<file path="config.mk">
export PLATFORM = sky130hd
export DESIGN_NAME = imem_loader
export DESIGN_NICKNAME = d
export VERILOG_FILES = /design/src/rtl/imem_loader.sv
export SDC_FILE = /design/constraint.sdc
export NUM_CORES = 1
export LEC_CHECK = 0
export ABC_AREA = 1
export BUFFER_PORTS_ARGS = -buffer_cell sky130_fd_sc_hd__buf_2
export CORE_MARGIN = 2
export CORE_UTILIZATION = 53
export CTS_CLUSTER_DIAMETER = 150
export DETAILED_ROUTE_END_ITERATION = 8
export GPL_TIMING_DRIVEN = 0
export PLACE_DENSITY = 0.76
export SETUP_SLACK_MARGIN = 0.05
export SLEW_MARGIN = 30
export SYNTH_ARGS = -nofsm -noshare
export SYNTH_HDL_FRONTEND = slang
export SYNTH_SLANG_ARGS = --single-unit
</file>
<file path="constraint.sdc">
create_clock -name clock -period 4.72 [get_ports clock]
set_input_delay 0.236 -clock clock [delete_from_list [all_inputs] [get_ports clock]]
set_output_delay 0.236 -clock clock [all_outputs]
set_load 0.02 [all_outputs]
</file>
<file path="src/rtl/imem_loader.sv">
// Boot-time byte-stream loader for the instruction memory.
// Holds the datapath in reset until the last word is written.
module imem_loader #(
    parameter int ADDR_W = 8
) (
    input  logic        clock,
    input  logic        Reset,
    input  logic [7:0]  rx_data,
    input  logic        rx_valid,
    output logic        rx_ready,
    output logic        im_we,
    output logic [31:0] im_addr,
    output logic [31:0] im_wdata,
    output logic        cpu_reset,
    output logic        done,
    output logic        err
);

    typedef enum logic [1:0] {
        HDR_HI,
        HDR_LO,
        DATA,
        DONE
    } state_t;

    localparam logic [16:0] DEPTH = 17'd1 << ADDR_W;

    state_t      state;
    state_t      state_nx;
    logic [15:0] n_words;
    logic [15:0] n_full;
    logic [15:0] word_idx;
    logic [1:0]  byte_cnt;
    logic [23:0] asm_q;
    logic        xfer;
    logic        word_end;
    logic        last_word;
    logic        in_range;

    assign rx_ready  = Reset && (state != DONE);
    assign xfer      = rx_valid && rx_ready;
    assign n_full    = {n_words[15:8], rx_data};
    assign word_end  = xfer && (state == DATA) && (byte_cnt == 2'd3);
    assign last_word = (word_idx == n_words - 16'd1);
    assign in_range  = ({1'b0, word_idx} < DEPTH);

    always_ff @(posedge clock) begin
        if (!Reset) begin
            state <= HDR_HI;
        end else begin
            state <= state_nx;
        end
    end

    always_comb begin
        state_nx = state;
        unique case (state)
            HDR_HI: begin
                if (xfer) state_nx = HDR_LO;
            end
            HDR_LO: begin
                if (xfer) state_nx = (n_full == 16'd0) ? DONE : DATA;
            end
            DATA: begin
                if (word_end && last_word) state_nx = DONE;
            end
            DONE: begin
                state_nx = DONE;
            end
        endcase
    end

    always_ff @(posedge clock) begin
        if (!Reset) begin
            n_words   <= '0;
            word_idx  <= '0;
            byte_cnt  <= '0;
            asm_q     <= '0;
            im_we     <= 1'b0;
            im_addr   <= '0;
            im_wdata  <= '0;
            cpu_reset <= 1'b1;
            done      <= 1'b0;
            err       <= 1'b0;
        end else begin
            im_we <= 1'b0;
            if (xfer && state == HDR_HI) begin
                n_words[15:8] <= rx_data;
            end
            if (xfer && state == HDR_LO) begin
                n_words[7:0] <= rx_data;
                if ({1'b0, n_full} > DEPTH) err <= 1'b1;
            end
            if (xfer && state == DATA) begin
                byte_cnt <= byte_cnt + 2'd1;
                asm_q    <= {asm_q[15:0], rx_data};
            end
            // Overflowed words are still counted so the stream stays aligned
            if (word_end) begin
                im_wdata <= {asm_q, rx_data};
                im_addr  <= {14'd0, word_idx, 2'b00};
                im_we    <= in_range;
                word_idx <= word_idx + 16'd1;
            end
            if (state == DONE) begin
                cpu_reset <= 1'b0;
                done      <= 1'b1;
            end
        end
    end

endmodule

</file>
==> summary.txt, run 1 <==
Power and ir drop
  • PwrDens: 312 nW/um^2
  • Worst VDD drop: 175 uV
  • Total power: 1740 uW
  • Leak: 0.00246 uW

Detailed routing
  • Via count: 4563
  • Total Wirelength: 12900 um
  • 1st-iter DRT viols: 290
  • Vias per cell: 5.35
  • First-pass DRT Iterations: 5
  • Routed wire length per instance: 15.1 um
  • DR DRC count: 0
  • DRT antenna net count: 0

Synth
  • Mean post-synth cell area: 7.49 sq um
  • Syn Inst Count: 651
  • Synthesized flop and latch total: 112
  • Synthesized area: 4870 sq um
  • Synth warnings: 0
  • Post-synthesis sequential area ratio: 0.460
  • Netlist cell types: 37

Critical path
  • WP data required: 5.03 ns
  • Arrival @ worst endpoint: 2.42 ns
  • Worst Setup Start Kind: flip-flop
  • Worst setup path class: flip-flop to flip-flop
  • Worst setup EP type: flip-flop
  • Worst-path fanout max: 6

Global routing
  • Met3 global-route usage: 0.0279
  • Global route overflow: 0
  • Global route hottest layer: met2
  • GR Util met2: 0.443
  • First-pass GRT wire length: 21000 um
  • Largest net degree at the start of global routing: 21
  • GR Util met1: 0.362
  • Initial antenna violation count: 0
  • Number of global-route vias before repair: 4366
  • Total global-route track usage: 0.265

CTS
  • CTS H-tree lvls: 3
  • Num CTS Buffers: 9
  • # Post-CTS Setup Buffers: 0
  • Hold Buf Count CTS: 0
  • CTS resizes: 0
  • Root Buffer: clkbuf_8
  • Num Clock Sinks: 112
  • Worst-case clock buffer depth: 2
  • TritonCTS clock tree: done
  • Clock-pin slew on the worst setup and hold paths: 0.11 ns
  • Clock latency on the worst-skew pair: 0.37 ns

STA
  • Max Clk Rate: 0.473 GHz
  • Min cycle time layout: 2.11 ns
  • Final period utilization: 0.448
  • Max Slew Vio Count: 0
  • Worst slew pin tran: 0.610 ns
  • Hold Fails Final Rpt: 0
  • Finish-stage setup viols: 0
  • Slew Limit Headroom: 0.594
  • Final hold slack: 0.181 ns
  • Setup TNS: 0 ns
  • RSZ-0062 raised after global routing: false
  • Clock skew: 0.0179 ns

Placement
  • Area post-placement: 5380 sq um
  • Port Buf Inserts: 63
  • RD Place Congestion: 0.912
  • Dpl hpwl: 9730 um

Finish
  • Share of post-route cells with drive strength above 1: 0.152
  • Syn-to-layout area delta: 14.8%
  • Final net count: 754
  • Highest-count cells in the layout ignoring fill and taps: dfxtp_1 (112), nor2_1 (91), o21ai_0 (77), nand2_1 (76), a21oi_1 (73)
  • Util after Layout: 0.636
  • Most common cell after layout, fill and taps aside: dfxtp_1
  • Cell area after layout: 5600 sq um
  • Antenna diode count: 0

Flow run
  • Max Cap Viol: 0

Floorplanning
  • Row count: 34
  • Core area: 8810 sq um
  • Die width: 99.9 um
  • Die area: 9980 sq um
  • I/O pin count: 80
  • Effective utilization at floorplan: 0.554
  • Die Y-Extent: 99.9 um

Outcome
  • Outcome: completed

Worst hold path
  • Hold crit path type: input pin to flip-flop
==> flip-flops by register name, summed over array words and instances (netlist names) <==
register   cells
byte_cnt       2
im_addr       16
word_idx      16
done           1
im_we          1
err            1
n_words       16
state          2
cpu_reset      1
asm_q         24
im_wdata      32
==> cell usage after synthesis (all sizes together) <==
cell / count / area, sq um
dfxtp: 112 / 2240
nor2: 92 / 353
nand2: 78 / 298
o21ai: 78 / 390
a21oi: 73 / 365
inv: 69 / 259
buf: 27 / 181
nand3: 24 / 133
clkbuf: 21 / 78.8
a211oi: 18 / 135
nor3: 18 / 111
xor2: 11 / 96.3
nor4: 6 / 43.8
xnor2: 5 / 43.8
nand4: 4 / 25.0
ha: 3 / 37.5
nand3b: 3 / 22.5
and2: 1 / 6.26
and3: 1 / 6.26
clkinv: 1 / 3.75
conb: 1 / 3.75
mux2i: 1 / 10.0
nor3b: 1 / 7.51
o21a: 1 / 7.51
o21bai: 1 / 7.51
or2: 1 / 6.26
==> layer usage <==
metal,vias up,share of wire
met4,0,0.019
li1,2286,-
met5,-,0
met3,19,0.067
met1,2089,0.45
met2,169,0.47
==> worst max-delay path, stage by stage, from the launching register on <==
cell     delay, ns
dfxtp_1       0.32
inv_1         0.11
ha_1          0.31
nand2_1       0.08
nor2_1        0.34
nand3_1       0.17
nand3_1       0.11
nand2_1       0.05
nor2_1        0.09
nand2_1       0.05
nor2_1        0.10
nand2_1       0.10
nand2_1       0.07
nand2_1       0.05
a21oi_1       0.11
==> metrics by stage <==
| stage | worst slack, ns | cells |
|---|---|---|
| after detailed placement | 2.62 | 837 |
| after floorplan | 3.06 | 666 |
| final | 2.61 | 853 |
| after global routing | 2.36 | 853 |
| after CTS | 2.61 | 853 |
| after global placement | 2.65 | 837 |
==> logic make-up after synthesis <==
group                      after synthesis  synth area share
AOI/OAI and AO/OA                      171             0.186
xor gates and xnor gates                16            0.0287
adders and majority gates                3           0.00770
buffers and inverters                  118             0.107
DFF                                    112             0.460
muxes                                    1           0.00205
other                                    1          0.000769
and+or+nand+nor                        229             0.208
==> worst paths after layout <==
path	start	to	slack [ns]	depth (start not counted)
worst max-delay path	n_words[0]	state[0]	2.61	14
worst max register to register	n_words[0]	state[0]	2.61	14
worst min register to register	asm_q[16]	im_wdata[24]	0.46	2
worst min-delay path	rx_data[5]	n_words[13]	0.18	3
==> area by class of cell <==
type                    count  area (sq um)
fillers                   799          3210
flip-flops and latches    112          2240
multi-input cells         436          2170
repair buffers             63           315
inverters                  70           263
plain buffers              48           260
well taps                 108           135
clock buffers              10           128
clock inverters             6          88.8
==> report_power, final <==
| part | total, uW | switching (uW) | leakage, uW | internal (uW) |
|---|---|---|---|---|
| clock | 609 | 350 | 0.000107 | 259 |
| combinational | 172 | 113 | 0.00145 | 59.1 |
| sequential | 963 | 9.09 | 0.000904 | 954 |
(Power assumes the default switching activity.)
==> inputs of run 2 (changes only) <==
--- a/config.mk
+++ b/config.mk
@@ -8,7 +8,7 @@
 export ABC_AREA = 1
 export BUFFER_PORTS_ARGS = -buffer_cell sky130_fd_sc_hd__buf_2
 export CORE_MARGIN = 2
-export CORE_UTILIZATION = 53
+export CORE_UTILIZATION = 51
 export CTS_CLUSTER_DIAMETER = 150
 export DETAILED_ROUTE_END_ITERATION = 8
 export GPL_TIMING_DRIVEN = 0
==> constraint.sdc (replaced) <==
create_clock -name clock -period 1.8 [get_ports clock]
set_input_delay 0.09 -clock clock [delete_from_list [all_inputs] [get_ports clock]]
set_output_delay 0.09 -clock clock [all_outputs]
set_load 0.02 [all_outputs]
==> summary.txt, run 2 (synthesis results as in run 1) <==
Finish
  • Number of flip-flops in the largest register: 32 (unchanged)
  • Syn-to-layout area delta: 19.8%
  • Number of fill cells in the layout: 821 (+2.8%)
  • Highest-count cells in the layout ignoring fill and taps: dfxtp_1 (106), nor2_1 (82), o21ai_0 (76), a21oi_1 (73), nand2_1 (73)
  • Antenna diode count: 0 (unchanged)
  • Most common cell after layout, fill and taps aside: dfxtp_1
  • Reg with most FFs: im_wdata
  • Share of post-route cells with drive strength above 1: 0.208 (+0.0560)
  • Util after Layout: 0.632 (-0.00374)
  • Biggest regs: im_wdata (32), asm_q (24)
  • Final net count: 760 (+0.80%)

STA
  • Slew Limit Headroom: 0.585 (-0.00909)
  • Max Clk Rate: 0.572 GHz (+21%)
  • Final period utilization: 0.971 (+0.523)
  • RSZ-0062 raised after global routing: true
  • Final hold slack: 0.0337 ns (-0.148 ns)
  • Final WS setup: 0.0526 ns (-2.56 ns)
  • Hold Fails Final Rpt: 0 (unchanged)
  • Finish-stage setup viols: 0 (unchanged)
  • Clock skew: 0.0202 ns (+0.00228 ns)
  • Setup TNS: 0 ns (unchanged)
  • Worst slew pin tran: 0.623 ns (+0.0136 ns)
  • Min cycle time layout: 1.75 ns (-0.365 ns)
  • Max Slew Vio Count: 0 (unchanged)

Critical path
  • Worst setup EP type: flip-flop
  • Worst reg2reg startpoint: n_words[0]
  • WP data required: 2.11 ns (-2.92 ns)
  • Worst-path fanout max: 6 (unchanged)
  • Worst setup path class: flip-flop to flip-flop
  • CP Launch Point: n_words[0]
  • Worst Setup Start Kind: flip-flop
  • Arrival @ worst endpoint: 2.06 ns (-0.36 ns)

Floorplanning
  • Die area: 10400 sq um (+3.8%)
  • I/O pin count: 80 (unchanged)
  • Core area: 9240 sq um (+4.9%)
  • Effective utilization at floorplan: 0.528 (-0.0260)
  • Die Y-Extent: 102 um (+1.9%)
  • Row count: 35 (+2.9%)
  • Die width: 102 um (+1.9%)

Worst hold path
  • Worst Hold Launch: rx_data[5]
  • Hold crit path type: input pin to flip-flop

Detailed routing
  • Total Wirelength: 13300 um (+3.0%)
  • 1st-iter DRT viols: 313 (+7.9%)
  • DR DRC count: 0 (unchanged)
  • Via count: 4712 (+3.3%)
  • DRT antenna net count: 0 (unchanged)
  • Vias per cell: 5.35 (about the same)
  • First-pass DRT Iterations: 5 (unchanged)
  • Routed wire length per instance: 15.1 um (-0.17%)

Power and ir drop
  • Leak: 0.00259 uW (+5.3%)
  • Worst VDD drop: 474 uV (+170%)
  • PwrDens: 777 nW/um^2 (+150%)
  • Total power: 4540 uW (+160%)

CTS
  • Root Buffer: clkbuf_8
  • TritonCTS clock tree: done
  • Num CTS Buffers: 9 (unchanged)
  • Num Clock Sinks: 112 (unchanged)
  • Clock-pin slew on the worst setup and hold paths: 0.12 ns (about the same)
  • Worst-case clock buffer depth: 2 (unchanged)
  • Clock latency on the worst-skew pair: 0.38 ns (about the same)
  • CTS H-tree lvls: 3 (unchanged)

Placement
  • RD Place Congestion: 0.931 (+2.1%)
  • Port Buf Inserts: 63 (unchanged)
  • Pre-CTS setup slack: -0.285 ns (-2.90 ns)
  • Dpl hpwl: 9650 um (-0.81%)

Global routing
  • First-pass GRT wire length: 20400 um (-3.0%)
  • Initial antenna violation count: 0 (unchanged)
  • Global route overflow: 0 (unchanged)
  • Number of global-route vias before repair: 4177 (-4.3%)
  • Total global-route track usage: 0.253 (-0.0118)
  • Largest net degree at the start of global routing: 22 (+4.8%)

Flow run
  • Max Cap Viol: 0 (unchanged)

Outcome
  • Outcome: completed
run 2: cell count changes in the layout (fill, tap and decap cells not counted), moves of 3 or more:
cell / change
dfxtp_1: -6
nand2_1: -3
buf_4: +8
clkbuf_2: +3
dfxtp_2: +5
nor2_2: +4
inv_1: -3
clkbuf_1: -5
nor2_1: -9
nor2_4: +5
inv_2: +3
buf_2: -5
nand3_1: -3
nand3_2: +3
run 2: area by class of cell:
| cell class | instances | area (sq um) | area share |
|---|---|---|---|
| flip-flops and latches | 112 | 2250 | 0.386 |
| clock buffers | 10 | 138 | 0.0236 |
| repair buffers | 71 | 379 | 0.0649 |
| well taps | 129 | 161 | 0.0276 |
| clock inverters | 6 | 68.8 | 0.0118 |
| multi-input cells | 436 | 2300 | 0.394 |
| plain buffers | 46 | 273 | 0.0467 |
| inverters | 70 | 267 | 0.0456 |
run 2: power breakdown:
group	leakage, uW	switching (uW)	total [uW]	internal (uW)
clock network	0.000101	947	1530	586
registers	0.000907	27.6	2530	2500
logic	0.00158	308	478	170
total	0.00259	1280	4540	3260
run 2: repair_timing:
| action | CTS | global route |
|---|---|---|
| resized for setup | 23 | 34 |
| endpoints found under the setup margin | 55 | 56 |
| cloned | 0 | 0 |
| setup buffers | 5 | 3 |
| pin swaps | 2 | 7 |
| hold buffers | 0 | 0 |
run 2: worst paths after layout:
| kind | endpoint | slack (ns) | cells after the start |
|---|---|---|---|
| max | state[0] | 0.05 | 14 |
| min | n_words[5] | 0.03 | 3 |
| max reg2reg | state[0] | 0.05 | 14 |
| min reg2reg | cpu_reset | 0.45 | 2 |
run 2: per-layer routing:
layer / wire, um / up-vias / global-route usage
met1: 5890 / 2216 / 0.337
met4: 200 / 0 / 0.0717
met2: 6330 / 190 / 0.430
met5: 0 / - / 0
met3: 851 / 17 / 0.0345
li1: - / 2289 / -
run 2: through the flow:
step	area (sq um)	cells
2_1_floorplan	4930	666
3_3_place_gp	5410	858
3_5_place_dp	5410	858
4_1_cts	5720	879
5_1_grt	5840	880
6_report	5840	880
run 2: worst max-delay path, cell delays in order, from the launching register on:
cell	delay, ns
dfxtp_2	0.34
inv_2	0.09
ha_4	0.18
nand2_2	0.08
nor2_4	0.19
nand3_2	0.10
nand3_1	0.09
nand2_1	0.06
nor2_1	0.10
nand2_1	0.06
nor2_1	0.08
nand2_1	0.10
nand2_1	0.07
nand2_1	0.04
a21oi_1	0.10
==> inputs of run 3 (changes only) <==
--- a/config.mk
+++ b/config.mk
@@ -5,13 +5,13 @@
 export SDC_FILE = /design/constraint.sdc
 export NUM_CORES = 1
 export LEC_CHECK = 0
-export ABC_AREA = 1
 export BUFFER_PORTS_ARGS = -buffer_cell sky130_fd_sc_hd__buf_2
 export CORE_MARGIN = 2
 export CORE_UTILIZATION = 51
 export CTS_CLUSTER_DIAMETER = 150
 export DETAILED_ROUTE_END_ITERATION = 8
 export GPL_TIMING_DRIVEN = 0
+export HOLD_SLACK_MARGIN = 0.06
 export PLACE_DENSITY = 0.76
 export SETUP_SLACK_MARGIN = 0.05
 export SLEW_MARGIN = 30
==> summary.txt, run 3 <==
Critical path
  • CP dominant cell by count: or4_1
  • Worst setup path class: flip-flop to flip-flop
  • Worst reg2reg startpoint: n_words[0]
  • Worst Setup Start Kind: flip-flop
  • Worst setup EP type: flip-flop
  • Crit path to: state[0]
  • Crit. path cell count: 7 (-7)
  • Reg2reg end: state[0]
  • R2R depth: 7 (-7)
  • Worst Path Buf+Inv: 1 (unchanged)
  • Worst-path cell chain: or4_1, buf_2, or4_1, a32oi_1, a21oi_1, or4_4, o21ai_2
  • WP data required: 2.11 ns (about the same)
  • Slowest stage delay, CP: 0.51 ns (+0.17 ns)
  • Reg2reg setup slack: -0.74 ns (-0.80 ns)
  • Cell family with most CP delay: simple AND/OR/NAND/NOR gates
  • Slowest cell on the critical path: or4_1
  • Arrival @ worst endpoint: 2.85 ns (+0.79 ns)
  • Worst-path fanout max: 6 (unchanged)
  • CP Launch Point: n_words[0]

Synth
  • Syn Inst Count: 604 (-7.2%)
  • Number of synthesized flops with an enable pin: 0 (unchanged)
  • Most common cell in the netlist: nand2_1
  • Most common library cells after synthesis: nand2_1 (193), dfxtp_1 (112), a21boi_0 (90)
  • Post-synthesis sequential area ratio: 0.452 (-0.00812)
  • Largest family of logic cells by synthesized area: simple AND/OR/NAND/NOR gates
  • Post-synth ARST share: 0 (unchanged)
  • Post-synthesis compound-gate area fraction: 0.169 (-0.0166)
  • Synth Area in Adders: 0.00756 (-0.000136)
  • Mux share of post-synthesis cell area: 0 (-0.00205)
  • Mean post-synth cell area: 8.22 sq um (+9.7%)
  • Synth top area share: 0.452 (-0.00812)
  • Synthesized area: 4960 sq um (+1.8%)
  • Synthesized flop and latch total: 112 (unchanged)
  • Primary FF master, synth: dfxtp_1
  • Synth warnings: 0 (unchanged)
  • Synth Area in XOR/XNOR: 0.0653 (+0.0366)
  • Post-Synth Simple-Gate Area: 0.244 (+0.0367)
  • Netlist cell types: 42 (+14%)
  • Area leader, netlist: dfxtp_1
  • Synth area leaders: dfxtp_1 (45%), nand2_1 (15%), a21boi_0 (14%)

Placement
  • RD Place Congestion: 0.934 (+0.31%)
  • Dpl hpwl: 8290 um (-14%)
  • Port Buf Inserts: 62 (-1.6%)
  • Area post-placement: 5530 sq um (+2.3%)
  • Placed cells: 814 (-5.1%)

Power and ir drop
  • Total power: 4390 uW (-3.2%)
  • Leak: 0.00236 uW (-8.9%)
  • PwrDens: 742 nW/um^2 (-4.6%)
  • Worst VDD drop: 393 uV (-17%)

STA
  • RSZ-0062 raised after global routing: true
  • Setup TNS: -0.798 ns (-0.798 ns)
  • Slew Limit Headroom: 0.577 (-0.00770)
  • Max Clk Rate: 0.393 GHz (-31%)
  • Final hold slack: 0.213 ns (+0.179 ns)
  • Min cycle time layout: 2.54 ns (+0.795 ns)
  • Hold Fails Final Rpt: 0 (unchanged)
  • Max Slew Vio Count: 0 (unchanged)
  • Final period utilization: 1.41 (+0.442)
  • Final WS setup: -0.743 ns (-0.795 ns)
  • Finish-stage setup viols: 4 (+4)
  • Clock skew: 0.0147 ns (-0.00547 ns)
  • Worst slew pin tran: 0.635 ns (+0.0116 ns)

Outcome
  • Failing checks: negative setup slack
  • Outcome: complete, but fails checks

Detailed routing
  • Vias per cell: 5.12 (-4.4%)
  • 1st-iter DRT viols: 215 (-31%)
  • DR DRC count: 0 (unchanged)
  • First-pass DRT Iterations: 4 (-1)
  • DRT antenna net count: 0 (unchanged)
  • Routed wire length per instance: 13.7 um (-9.4%)
  • Via count: 4299 (-8.8%)
  • Total Wirelength: 11500 um (-14%)

Global routing
  • Global route overflow: 0 (unchanged)
  • Initial antenna violation count: 0 (unchanged)
  • Largest net degree at the start of global routing: 21 (-4.5%)
  • Number of global-route vias before repair: 3972 (-4.9%)
  • Total global-route track usage: 0.229 (-0.0239)
  • First-pass GRT wire length: 19000 um (-7.0%)

Finish
  • Final net count: 716 (-5.8%)
  • Cell area after layout: 5920 sq um (+1.4%)
  • Reg with most FFs: im_wdata
  • Syn-to-layout area delta: 19.3%
  • Most common cell after layout, fill and taps aside: nand2_1
  • Number of flip-flops in the largest register: 32 (unchanged)
  • Highest-count cells in the layout ignoring fill and taps: nand2_1 (192), dfxtp_1 (106), a21boi_0 (90), buf_2 (65)
  • Antenna diode count: 0 (unchanged)
  • Share of post-route cells with drive strength above 1: 0.187 (-0.0210)
  • Non-filler cells, final: 840 (-4.5%)
  • Biggest regs: im_wdata (32), asm_q (24)

Flow run
  • Max Cap Viol: 0 (unchanged)

CTS
  • Clock-pin slew on the worst setup and hold paths: 0.12 ns (about the same)
  • TritonCTS clock tree: done
  • Root Buffer: clkbuf_8
  • Num Clock Sinks: 112 (unchanged)
  • Num CTS Buffers: 9 (unchanged)
  • Worst-case clock buffer depth: 2 (unchanged)
  • CTS H-tree lvls: 3 (unchanged)
  • Clock latency on the worst-skew pair: 0.37 ns (about the same)

Floorplanning
  • I/O pin count: 80 (unchanged)
  • Effective utilization at floorplan: 0.517 (-0.0103)
  • Die width: 103 um (+0.86%)
  • Core area: 9590 sq um (+3.8%)
  • Row count: 36 (+2.9%)
  • Die Y-Extent: 103 um (+0.86%)
  • Die area: 10500 sq um (+1.7%)

Worst hold path
  • Hold crit path type: input pin to flip-flop
==> run 3: changes by cell type after synthesis, moves of 16 or more <==
cell,previous run,this run
a211oi_1,18,2
a21boi_0,0,90
a21oi_1,73,5
inv_1,68,6
nand2_1,76,193
nor2_1,91,4
o21ai_0,77,4
xnor2_1,5,21
==> run 3: worst min path at each step <==
| stage | start | to | slack [ns] | cells past startpoint |
|---|---|---|---|---|
| floorplan | rx_data[0] | n_words[0] | 0.23 | 2 |
| global placement | rx_valid | state[1] | 0.39 | 3 |
| detailed placement | rx_data[0] | im_wdata[0] | 0.41 | 3 |
| CTS | Reset | n_words[9] | 0.36 | 3 |
| global route | rx_valid | byte_cnt[0] | 0.22 | 4 |
| finish | rx_valid | byte_cnt[0] | 0.21 | 4 |
==> run 3: layout make-up <==
class	count	area, sq um
Inverter	6	22.5
Sequential cell	112	2250
Clock buffer	10	138
Buffer	54	309
Timing Repair Buffer	76	438
Fill cell	879	3670
Clock inverter	6	61.3
Tap cell	133	166
Multi-Input combinational cell	443	2530
==> run 3: power by group <==
part	total (uW)	switching [uW]	internal (uW)
logic	394	219	175
registers	2520	22.5	2500
clock network	1480	901	576
==> run 3: cell families after synthesis <==
family | after synthesis
other | 1
XOR/XNOR | 37
AND/OR/NAND/NOR | 273
flip-flops | 112
buffers and inverters | 64
adder cells (fa/ha/maj) | 3
AO/OA/AOI/OAI | 114
==> run 3: through the flow <==
stage | setup WS [ns] | utilization
2_1_floorplan | -0.523 | -
3_3_place_gp | -0.677 | 0.577
3_5_place_dp | -0.728 | 0.577
4_1_cts | -0.756 | 0.615
5_1_grt | -0.834 | 0.617
6_report | -0.743 | 0.617
==> run 3: worst reg2reg max path, stage by stage, from the launching register on <==
cell,delay [ns]
dfxtp_2,0.37
or4_1,0.52
buf_2,0.17
or4_1,0.47
a32oi_1,0.21
a21oi_1,0.10
or4_4,0.50
o21ai_2,0.13
==> run 3: repair_timing <==
action	4_1_cts	5_1_grt
endpoints found under the hold margin	33	0
resized for setup	18	19
hold buffers	9	0
setup buffers	4	1
pin swaps	5	1
endpoints found under the setup margin	67	63
==> run 3: metal layers <==
layer,GRT usage,vias to the layer above,part of all wire
li1,-,2168,-
met1,0.308,1989,0.46
met2,0.375,127,0.48
met3,0.0495,15,0.046
met4,0.0636,0,0.017
met5,0,-,0
